==> config.mk <==
export PLATFORM = sky130hd
export DESIGN_NAME = sdrc_req_arb
export DESIGN_NICKNAME = d
export VERILOG_FILES = /design/src/rtl/sdrc_req_arb.sv
export SDC_FILE = /design/constraint.sdc
export NUM_CORES = 1
export LEC_CHECK = 0
export CAP_MARGIN = 15
export CORE_AREA = 3 3 115 117
export CTS_CLUSTER_DIAMETER = 120
export DETAILED_ROUTE_END_ITERATION = 12
export DIE_AREA = 0 0 118 120
export GPL_ROUTABILITY_DRIVEN = 1
export GPL_TIMING_DRIVEN = 0
export PLACE_DENSITY_LB_ADDON = 0.25
export SLEW_MARGIN = 40
export SYNTH_ARGS = -nofsm -noshare
export SYNTH_HDL_FRONTEND = slang
export SYNTH_SLANG_ARGS = --single-unit
==> constraint.sdc <==
create_clock -name sdram_clk -period 2.4 [get_ports sdram_clk]
set_clock_uncertainty 0.2 [all_clocks]
set_input_delay 0.48 -clock sdram_clk [delete_from_list [all_inputs] [get_ports sdram_clk]]
set_output_delay 0.48 -clock sdram_clk [all_outputs]
set_load 0.02 [all_outputs]
==> src/rtl/sdrc_req_arb.sv <==
// sdrc_req_arb
// Shares the SDRAM controller application request interface between two
// requesters (port 0 and port 1). Runs entirely in the sdram_clk domain.
// Requests are granted round-robin and write beats are routed to the owner
// of the current write burst. Read data goes back to the issuing port in
// request order, using a small FIFO of port tags.
//
// Ports (N = 0, 1):
//   sdram_clk, sdram_resetn   clock, asynchronous active-low reset
//   pN_req*                   request handshake from requester N
//   pN_wr_next/en_n/data      write-beat handshake and data for requester N
//   pN_rd_valid/last_rd       read return for requester N
//   p_rd_data                 read data shared by both ports
//   sdr_req*                  request handshake to the controller
//   sdr_busy_n                controller ready for new requests
//   sdr_wr_next/en_n/data     write-beat handshake and data to the controller
//   sdr_rd_valid/last_rd/data read return from the controller
//   arb_err                   sticky protocol error flag
module sdrc_req_arb #(
    parameter int dw     = 32,
    parameter int bl     = 9,
    parameter int APP_AW = 26,
    parameter int TAG_DP = 4
) (
    input  logic              sdram_clk,
    input  logic              sdram_resetn,
    input  logic              p0_req,
    input  logic [APP_AW-1:0] p0_req_addr,
    input  logic [bl-1:0]     p0_req_len,
    input  logic              p0_req_wr_n,
    output logic              p0_req_ack,
    output logic              p0_wr_next,
    input  logic [dw/8-1:0]   p0_wr_en_n,
    input  logic [dw-1:0]     p0_wr_data,
    output logic              p0_rd_valid,
    output logic              p0_last_rd,
    input  logic              p1_req,
    input  logic [APP_AW-1:0] p1_req_addr,
    input  logic [bl-1:0]     p1_req_len,
    input  logic              p1_req_wr_n,
    output logic              p1_req_ack,
    output logic              p1_wr_next,
    input  logic [dw/8-1:0]   p1_wr_en_n,
    input  logic [dw-1:0]     p1_wr_data,
    output logic              p1_rd_valid,
    output logic              p1_last_rd,
    output logic [dw-1:0]     p_rd_data,
    output logic              sdr_req,
    output logic [APP_AW-1:0] sdr_req_addr,
    output logic [bl-1:0]     sdr_req_len,
    output logic              sdr_req_wr_n,
    input  logic              sdr_req_ack,
    input  logic              sdr_busy_n,
    input  logic              sdr_wr_next,
    output logic [dw/8-1:0]   sdr_wr_en_n,
    output logic [dw-1:0]     sdr_wr_data,
    input  logic              sdr_rd_valid,
    input  logic              sdr_last_rd,
    input  logic [dw-1:0]     sdr_rd_data,
    output logic              arb_err
);

    localparam int TAG_AW = (TAG_DP > 1) ? $clog2(TAG_DP) : 1;

    typedef enum logic [1:0] {
        ST_IDLE = 2'd0,
        ST_REQ  = 2'd1,
        ST_WDAT = 2'd2
    } state_t;

    state_t            r_state, w_state_nxt;
    logic              r_sel, w_sel_nxt;
    logic              r_rr_last, w_rr_last_nxt;
    logic              r_wr_owner, w_wr_owner_nxt;
    logic [bl-1:0]     r_cnt, w_cnt_nxt;
    logic [TAG_DP-1:0] r_tag_mem;
    logic [TAG_AW-1:0] r_tag_wp, r_tag_rp;
    logic [TAG_AW:0]   r_tag_occ;
    logic              r_err;

    logic              w_tag_empty, w_tag_full, w_tag_head;
    logic              w_push, w_pop, w_len0_err, w_err_set;
    logic              w_elig0, w_elig1, w_winner;
    logic              w_in_req, w_in_wdat;
    logic [APP_AW-1:0] w_sel_addr;
    logic [bl-1:0]     w_sel_len;
    logic              w_sel_wr_n;

    assign w_in_req    = (r_state == ST_REQ);
    assign w_in_wdat   = (r_state == ST_WDAT);
    assign w_tag_empty = (r_tag_occ == '0);
    assign w_tag_full  = (r_tag_occ >= (TAG_AW+1)'(TAG_DP));
    assign w_tag_head  = r_tag_mem[r_tag_rp];
    assign w_pop       = sdr_rd_valid & sdr_last_rd & ~w_tag_empty;

    // Occupancy is taken before any same-cycle pop, so a read may wait one
    // extra cycle after the FIFO drains from full.
    assign w_elig0  = p0_req & sdr_busy_n & (~p0_req_wr_n | ~w_tag_full);
    assign w_elig1  = p1_req & sdr_busy_n & (~p1_req_wr_n | ~w_tag_full);
    assign w_winner = (w_elig0 & w_elig1) ? ~r_rr_last : w_elig1;

    assign w_sel_addr = r_sel ? p1_req_addr : p0_req_addr;
    assign w_sel_len  = r_sel ? p1_req_len  : p0_req_len;
    assign w_sel_wr_n = r_sel ? p1_req_wr_n : p0_req_wr_n;

    always_comb begin
        w_state_nxt    = r_state;
        w_sel_nxt      = r_sel;
        w_rr_last_nxt  = r_rr_last;
        w_wr_owner_nxt = r_wr_owner;
        w_cnt_nxt      = r_cnt;
        w_push         = 1'b0;
        w_len0_err     = 1'b0;
        case (r_state)
            ST_IDLE: begin
                if (w_elig0 | w_elig1) begin
                    w_sel_nxt   = w_winner;
                    w_state_nxt = ST_REQ;
                end
            end
            ST_REQ: begin
                if (sdr_req_ack) begin
                    w_rr_last_nxt = r_sel;
                    if (w_sel_wr_n) begin
                        w_push      = 1'b1;
                        w_state_nxt = ST_IDLE;
                    end else if (w_sel_len == '0) begin
                        w_len0_err  = 1'b1;
                        w_state_nxt = ST_IDLE;
                    end else begin
                        w_cnt_nxt      = w_sel_len;
                        w_wr_owner_nxt = r_sel;
                        w_state_nxt    = ST_WDAT;
                    end
                end
            end
            ST_WDAT: begin
                if (sdr_wr_next) begin
                    w_cnt_nxt = r_cnt - bl'(1);
                    if (r_cnt == bl'(1)) begin
                        w_state_nxt = ST_IDLE;
                    end
                end
            end
            default: w_state_nxt = ST_IDLE;
        endcase
    end

    assign w_err_set = (sdr_rd_valid & w_tag_empty)
                     | (sdr_wr_next & ~w_in_wdat)
                     | (sdr_req_ack & ~w_in_req)
                     | w_len0_err;

    always_ff @(posedge sdram_clk or negedge sdram_resetn) begin
        if (!sdram_resetn) begin
            r_state    <= ST_IDLE;
            r_sel      <= 1'b0;
            r_rr_last  <= 1'b1;
            r_wr_owner <= 1'b0;
            r_cnt      <= '0;
            r_err      <= 1'b0;
        end else begin
            r_state    <= w_state_nxt;
            r_sel      <= w_sel_nxt;
            r_rr_last  <= w_rr_last_nxt;
            r_wr_owner <= w_wr_owner_nxt;
            r_cnt      <= w_cnt_nxt;
            if (w_err_set) begin
                r_err <= 1'b1;
            end
        end
    end

    always_ff @(posedge sdram_clk or negedge sdram_resetn) begin
        if (!sdram_resetn) begin
            r_tag_mem <= '0;
            r_tag_wp  <= '0;
            r_tag_rp  <= '0;
            r_tag_occ <= '0;
        end else begin
            if (w_push) begin
                r_tag_mem[r_tag_wp] <= r_sel;
                r_tag_wp            <= r_tag_wp + TAG_AW'(1);
            end
            if (w_pop) begin
                r_tag_rp <= r_tag_rp + TAG_AW'(1);
            end
            case ({w_push, w_pop})
                2'b10:   r_tag_occ <= r_tag_occ + (TAG_AW+1)'(1);
                2'b01:   r_tag_occ <= r_tag_occ - (TAG_AW+1)'(1);
                default: r_tag_occ <= r_tag_occ;
            endcase
        end
    end

    assign sdr_req      = w_in_req;
    assign sdr_req_addr = w_in_req ? w_sel_addr : '0;
    assign sdr_req_len  = w_in_req ? w_sel_len  : '0;
    assign sdr_req_wr_n = w_in_req & w_sel_wr_n;
    assign p0_req_ack   = w_in_req & sdr_req_ack & ~r_sel;
    assign p1_req_ack   = w_in_req & sdr_req_ack &  r_sel;

    assign p0_wr_next  = w_in_wdat & sdr_wr_next & ~r_wr_owner;
    assign p1_wr_next  = w_in_wdat & sdr_wr_next &  r_wr_owner;
    assign sdr_wr_data = w_in_wdat ? (r_wr_owner ? p1_wr_data : p0_wr_data) : '0;
    assign sdr_wr_en_n = w_in_wdat ? (r_wr_owner ? p1_wr_en_n : p0_wr_en_n) : '1;

    assign p0_rd_valid = sdr_rd_valid & ~w_tag_empty & ~w_tag_head;
    assign p1_rd_valid = sdr_rd_valid & ~w_tag_empty &  w_tag_head;
    assign p0_last_rd  = sdr_last_rd  & ~w_tag_empty & ~w_tag_head;
    assign p1_last_rd  = sdr_last_rd  & ~w_tag_empty &  w_tag_head;
    assign p_rd_data   = sdr_rd_data;

    assign arb_err = r_err;

endmodule

==> results of run 1 <==
==> sequential cells by signal (all words and copies together), names as in the netlist <==
register    flops
r_state         2
r_cnt           9
r_tag_rp        2
r_rr_last       1
r_wr_owner      1
r_tag_wp        2
r_tag_occ       3
r_sel           1
r_tag_mem       4
arb_err         1
==> metrics by stage <==
stage / std cells / power [µW] / setup slack (ns)
global route: 801 / 5850 / 0.00138
finish: 801 / 5490 / 0.0355
detailed placement: 786 / 5060 / -0.748
CTS: 800 / 5550 / 0.000530
floorplan: 348 / 3350 / 0.0341
global placement: 786 / 4990 / -0.704
==> cells by family (layout without fill, tap and decap cells) <==
family                   Yosys count  in the layout  synth area share
AND/OR/NAND/NOR                  129            129             0.194
flip-flops                        26             26             0.225
buffers and inverters             61            342             0.125
AO/OA/AOI/OAI                     22             22            0.0509
adder cells (fa/ha/maj)            8              8            0.0371
XOR/XNOR                          11             11            0.0332
multiplexers                      91             91             0.334
==> layout make-up <==
cell class              instances  share of cell area
flip-flops and latches         26               0.113
multi-input cells             261               0.335
clock buffers                   4              0.0152
plain buffers                  52              0.0767
well taps                     172              0.0369
inverters                       9             0.00580
repair buffers                277               0.417
==> layout by cell type (no fill, tap or decap), types with 2 or more instances in the layout <==
cell type and instances:
nor3_1 3, buf_12 4, clkbuf_2 21, nand2_1 22, inv_1 9, clkbuf_16 3
dlymetal6s2s_1 4, clkdlybuf4s15_1 2, clkdlybuf4s15_2 5, nand3_1 2, nand2b_4 2, clkbuf_4 2
xor2_1 7, dfrtp_1 22, o21ai_0 3, a211oi_1 3, buf_4 48, mux2_4 8
clkdlybuf4s50_1 178, buf_6 5, dfrtp_2 3, dlygate4sd2_1 12, and3_1 6, buf_2 47
mux2i_1 72, mux2_2 5, clkbuf_8 2, ha_1 7, mux2i_2 4, xnor2_1 4
nor4_1 3, a21oi_1 7, nor2_1 80
==> what timing repair did <==
action,4_1_cts,5_1_grt
cloned,1,0
hold buffers,0,0
setup endpoints to repair,92,64
setup buffers,9,1
pin swaps,3,4
gates resized for setup,268,75
==> Yosys cell counts (2+ instances only) <==
cell	n
nor4_1	3
nand2b_1	2
mux2i_1	77
a211oi_1	3
xor2_1	7
nor2_1	81
dfrtp_1	25
xnor2_1	4
ha_1	7
nand3_1	2
mux2_2	5
clkbuf_1	6
nor3_1	3
mux2_4	8
and3_1	6
nand2_1	23
buf_2	5
a21oi_1	7
o21ai_0	3
inv_1	9
buf_4	32
buf_1	8
==> final timing paths <==
kind	to	startpoint	cells past startpoint
worst min-delay path	r_tag_occ[0]$_DFFE_PN0P_	sdram_resetn	1
worst max-delay path	r_cnt[5]$_DFFE_PN0P_	p0_req_len[8]	7
max in group asynchronous	r_state[0]$_DFFE_PN0P_	sdram_resetn	1
worst min register to register	r_tag_rp[1]$_DFFE_PN0P_	r_tag_rp[1]$_DFFE_PN0P_	1
worst max register to register	r_tag_occ[2]$_DFFE_PN0P_	r_sel$_DFFE_PN0P_	10
min in group sdram_clk	r_tag_rp[1]$_DFFE_PN0P_	r_tag_rp[1]$_DFFE_PN0P_	1
==> power by group through the flow <==
stage,Combinational [µW],Sequential (µW),Clock [µW]
6_report,4160,903,422
5_1_grt,4470,939,442
4_1_cts,4230,890,424
3_5_place_dp,4170,893,0
3_3_place_gp,4120,876,0
2_1_floorplan,2530,822,0
==> metal layers <==
metal	global-route usage	wire length [µm]	vias up
met5	0	0	-
met4	0.0315	216	0
met3	0.0448	1070	16
met2	0.310	6630	187
met1	0.211	5080	1658
li1	-	-	1719
==> critical path, cell delays in order <==
cell and delay, ns:
clkbuf_2 0.11, or4_4 0.55, nor4_4 0.30, o22ai_2 0.15
o21a_1 0.27, buf_6 0.16, mux2_4 0.29
==> results.toml, run 1 <==
[clock_network]
cts-buffers-inserted = 3
htreeDepth = 1
cts_tree = "done"
path_clk_slew_ns = 0.07
insertion_delay_ns = 0.26
cts_buffer_depth = 2
clock_sinks = 26
cts.root.buffer_cell = "clkbuf_16"

[final_layout]
fin_nets = 823
utilization = 0.467
regArea_um2 = 656
diodes = 0
final_layout_size_suffix_gt1_frac = 0.269
multiInputGateArea_um2 = 1950
final_area_um2 = 5830
nFillCells = 1227
synthToLayoutAreaGrowth_pct = 101

[worst_setup_path]
cp_max_fo = 5
endpoint_kind = "flip-flop"
arrival_ns = 2.32
r2r_setup_slack_ns = 0.08
crit_required_ns = 2.35
path_class = "in -> reg"
cp-start-kind = "primary input"

[pwr]
clock_power_share = 0.077
seqPwrFrac = 0.165
p_switching_uw = 2600
powerDensity_nw_per_um2 = 942
irDropWorstVdd_mv = 0.444
leakage_uw = 0.00279
p_comb_frac = 0.759
p_int_uw = 2890
swShare = 0.473

[synth]
synthCells = 348
synth_warnings = 0
ys_top_cells_by_area = "mux2i_1 (27%), dfrtp_1 (22%), nor2_1 (10%)"
synth_nets = 541
synth-seq-cells = 26
yosysUniqueCellTypes = 44
synth_top_cell_area_share = 0.266
yosys.area.top_type = "mux2i_1"
avgSynthCellArea_um2 = 8.33
ys.flop_type = "dfrtp_1"
ys_seq_area_frac = 0.225
netlist_area_um2 = 2900
synthArstFlopShare = 1.00
synth_edf_count = 0

[floorplan]
boundaryPins = 299
design.die.area_um2 = 14200
start_util = 0.233
core_um2 = 12500
rows = 41
die_x_um = 118
die_y_um = 120

[global_routing]
grt_pass1_vias = 3673
grt_max_degree = 27
grt_usage = 0.173
grt_antenna_before_repair = 0
grt_overflow_total = 0
grt_pass1_wl_mm = 20.0

[placed_design]
placed_area_um2 = 5770
dp_hpwl_mm = 10.9
portBuffers = 266
gp_congestion = 0.852

[timing]
hold_violations = 0
tns_ns = 0
slew_viol_final = 0
fmax_mhz = 423
rsz0062_at_grt = "no"
period_needed_ns = 2.36
setup_viol = 0
relSlewSlack = 0.518
min_period_over_period = 0.985
fin_hold_ws_ns = 0.0154
tightest_slew_ns = 0.717

[drt]
drc_errors = 0
wl_mm = 13.0
dr.first_iter.drc_count = 171
via_count = 3580
detail_route.vias_per_cell = 4.47
wl_per_cell_um = 16.2
drtPass1Iterations = 4
ant_nets = 0

[min_path]
worstHoldPathType = "in -> async"

[flow_run]
cap_violations = 0

[status]
status = "finished, final reports clean"
Power figures use the tool's default switching activity.
==> inputs of run 2 (changes only) <==
Settings changed: TNS_END_PERCENT set to 100.
==> results of run 2 <==
Same layout as run 1: the final DEF is identical, and so are final timing and power.
==> inputs of run 3 (changes only) <==
Settings changed: RECOVER_POWER set to 25, TNS_END_PERCENT 100 to 50.
==> run 3 against run 2 <==
  * Core utilization shrank 0.60 points
  * Critical endpoint unchanged
  * First-iteration DRC count is 12% lower
  * Via count decreased by 1.6%
  * Largest cell class unchanged
  * Maximum frequency decreased by 0.44%
  * Sequential share of layout area up 0.15 points
  * Wire length fell by 1.9%
  * Clock power shrank 0.9%
  * Non-clock buffer count is 7 lower
==> results.toml, run 3 (synthesis gave the netlist of run 1 again) <==
[floorplan]
design.die.area_um2 = 14200
start_util = 0.233
rows = 41
die_x_um = 118
boundaryPins = 299
die_y_um = 120
core_um2 = 12500

[drt]
detail_route.vias_per_cell = 4.44
drc_errors = 0
wl_mm = 12.8
dr.first_iter.drc_count = 150
drtPass1Iterations = 4
via_count = 3523
wl_per_cell_um = 16.1
ant_nets = 0

[worst_setup_path]
cp_max_fo = 9
crit_required_ns = 2.35
worstPathCellList = "dlygate4sd2_1 -> or4_4 -> nor4_4 -> o22ai_2 -> o21a_1 -> buf_6 -> mux2_4"
r2r_start = "r_sel$_DFFE_PN0P_"
cp-start-kind = "primary input"
slowest_delay_ns = 0.57
path_buf_inv = 2
path_class = "in -> reg"
critPathLaunch = "p0_req_len[8]"
endpoint_kind = "flip-flop"
cp_top_family = "simple AND/OR/NAND/NOR gates"
cpMaxStageDelayCell = "or4_4"
arrival_ns = 2.33

[flow_run]
cap_violations = 0

[timing]
min_period_over_period = 0.990
period_needed_ns = 2.37
fmax_mhz = 421
tns_ns = 0
slew_viol_final = 0
hold_violations = 0
setup_viol = 0
relSlewSlack = 0.0540
rsz0062_at_grt = "yes"
tightest_slew_ns = 1.42
fin_ws_ns = 0.0251

[final_layout]
final_layout_size_suffix_gt1_frac = 0.251
final_cell_mix = "clkdlybuf4s50_1 (173), nor2_1 (80), mux2i_1 (72), buf_2 (49), buf_4 (41)"
synthToLayoutAreaGrowth_pct = 98.4
utilization = 0.461
fin_nets = 816
layout_commonest_cell = "clkdlybuf4s50_1"
reg_top3 = "r_cnt (9), r_tag_mem (4), r_tag_occ (3)"
diodes = 0
largest_reg_flops = 9
top_register = "r_cnt"

[global_routing]
grt_max_degree = 27
grt_overflow_total = 0
grt_usage = 0.170
grt_antenna_before_repair = 0
grt_pass1_vias = 3635
grt_pass1_wl_mm = 19.7

[status]
status = "finished, final reports clean"

[clock_network]
clock_sinks = 26
path_clk_slew_ns = 0.07
insertion_delay_ns = 0.26
cts_tree = "done"
htreeDepth = 1
cts-buffers-inserted = 3
cts.root.buffer_cell = "clkbuf_16"
postCtsHoldBufs = 0
cts_buffer_depth = 2

[pwr]
leakage_uw = 0.00274
powerDensity_nw_per_um2 = 936
irDropWorstVdd_mv = 0.432

[placed_design]
dp_hpwl_mm = 10.9
gp_congestion = 0.852
portBuffers = 266
dp_slack_ns = -0.748

[min_path]
min-delay-start = "r_tag_rp[1]$_DFFE_PN0P_"
worstHoldPathType = "reg -> reg"
-- run 3: metal layers --
layer | vias up | global-route usage | share of wire
met5 | - | 0 | 0
met2 | 179 | 0.303 | 0.51
met4 | 0 | 0.0344 | 0.018
met3 | 18 | 0.0467 | 0.080
met1 | 1626 | 0.206 | 0.39
li1 | 1700 | - | -
-- run 3: path summary, 6_finish.rpt --
path                                             to  slack (ns)  cells past startpoint
setup / recovery               r_cnt[5]$_DFFE_PN0P_        0.03                      7
hold / removal              r_tag_rp[1]$_DFFE_PN0P_        0.28                      1
setup reg to reg           r_tag_occ[2]$_DFFE_PN0P_        0.10                     10
hold reg to reg             r_tag_rp[1]$_DFFE_PN0P_        0.28                      1
max in group asynchronous    r_state[0]$_DFFE_PN0P_        0.73                      1
min in group asynchronous  r_tag_occ[0]$_DFFE_PN0P_        0.33                      1
-- run 3: power by group --
group / internal (µW) / switching [µW] / leakage [µW] / total (µW)
Sequential: 665 / 233 / 0.000305 / 897
Clock: 256 / 163 / 0.0000442 / 418
Combinational: 1910 / 2160 / 0.00240 / 4070
-- run 3: per-stage QoR --
step                      cells  hold WS (ns)  instance area, µm²  total power (µW)
after floorplan             348       -0.0156                2900              3350
after global placement      786         0.271                5780              4990
after detailed placement    786         0.273                5770              5060
after CTS                   793        0.0455                5950              5490
after global routing        794         0.312                5750              5760
final                       794         0.282                5750              5380
-- run 3: final cells by class --
cell class | count | area (µm²)
Fill cell | 1224 | 6710
Timing Repair Buffer | 270 | 2370
Multi-Input combinational cell | 261 | 1940
Sequential cell | 26 | 656
Buffer | 52 | 447
Tap cell | 172 | 215
Clock buffer | 4 | 88.8
Inverter | 9 | 33.8
-- run 3: repair_timing --
action	CTS	global route
setup endpoints to repair	92	63
pin swaps	1	1
gates resized for setup	269	68
buffers inserted	3	1
cloned	0	0
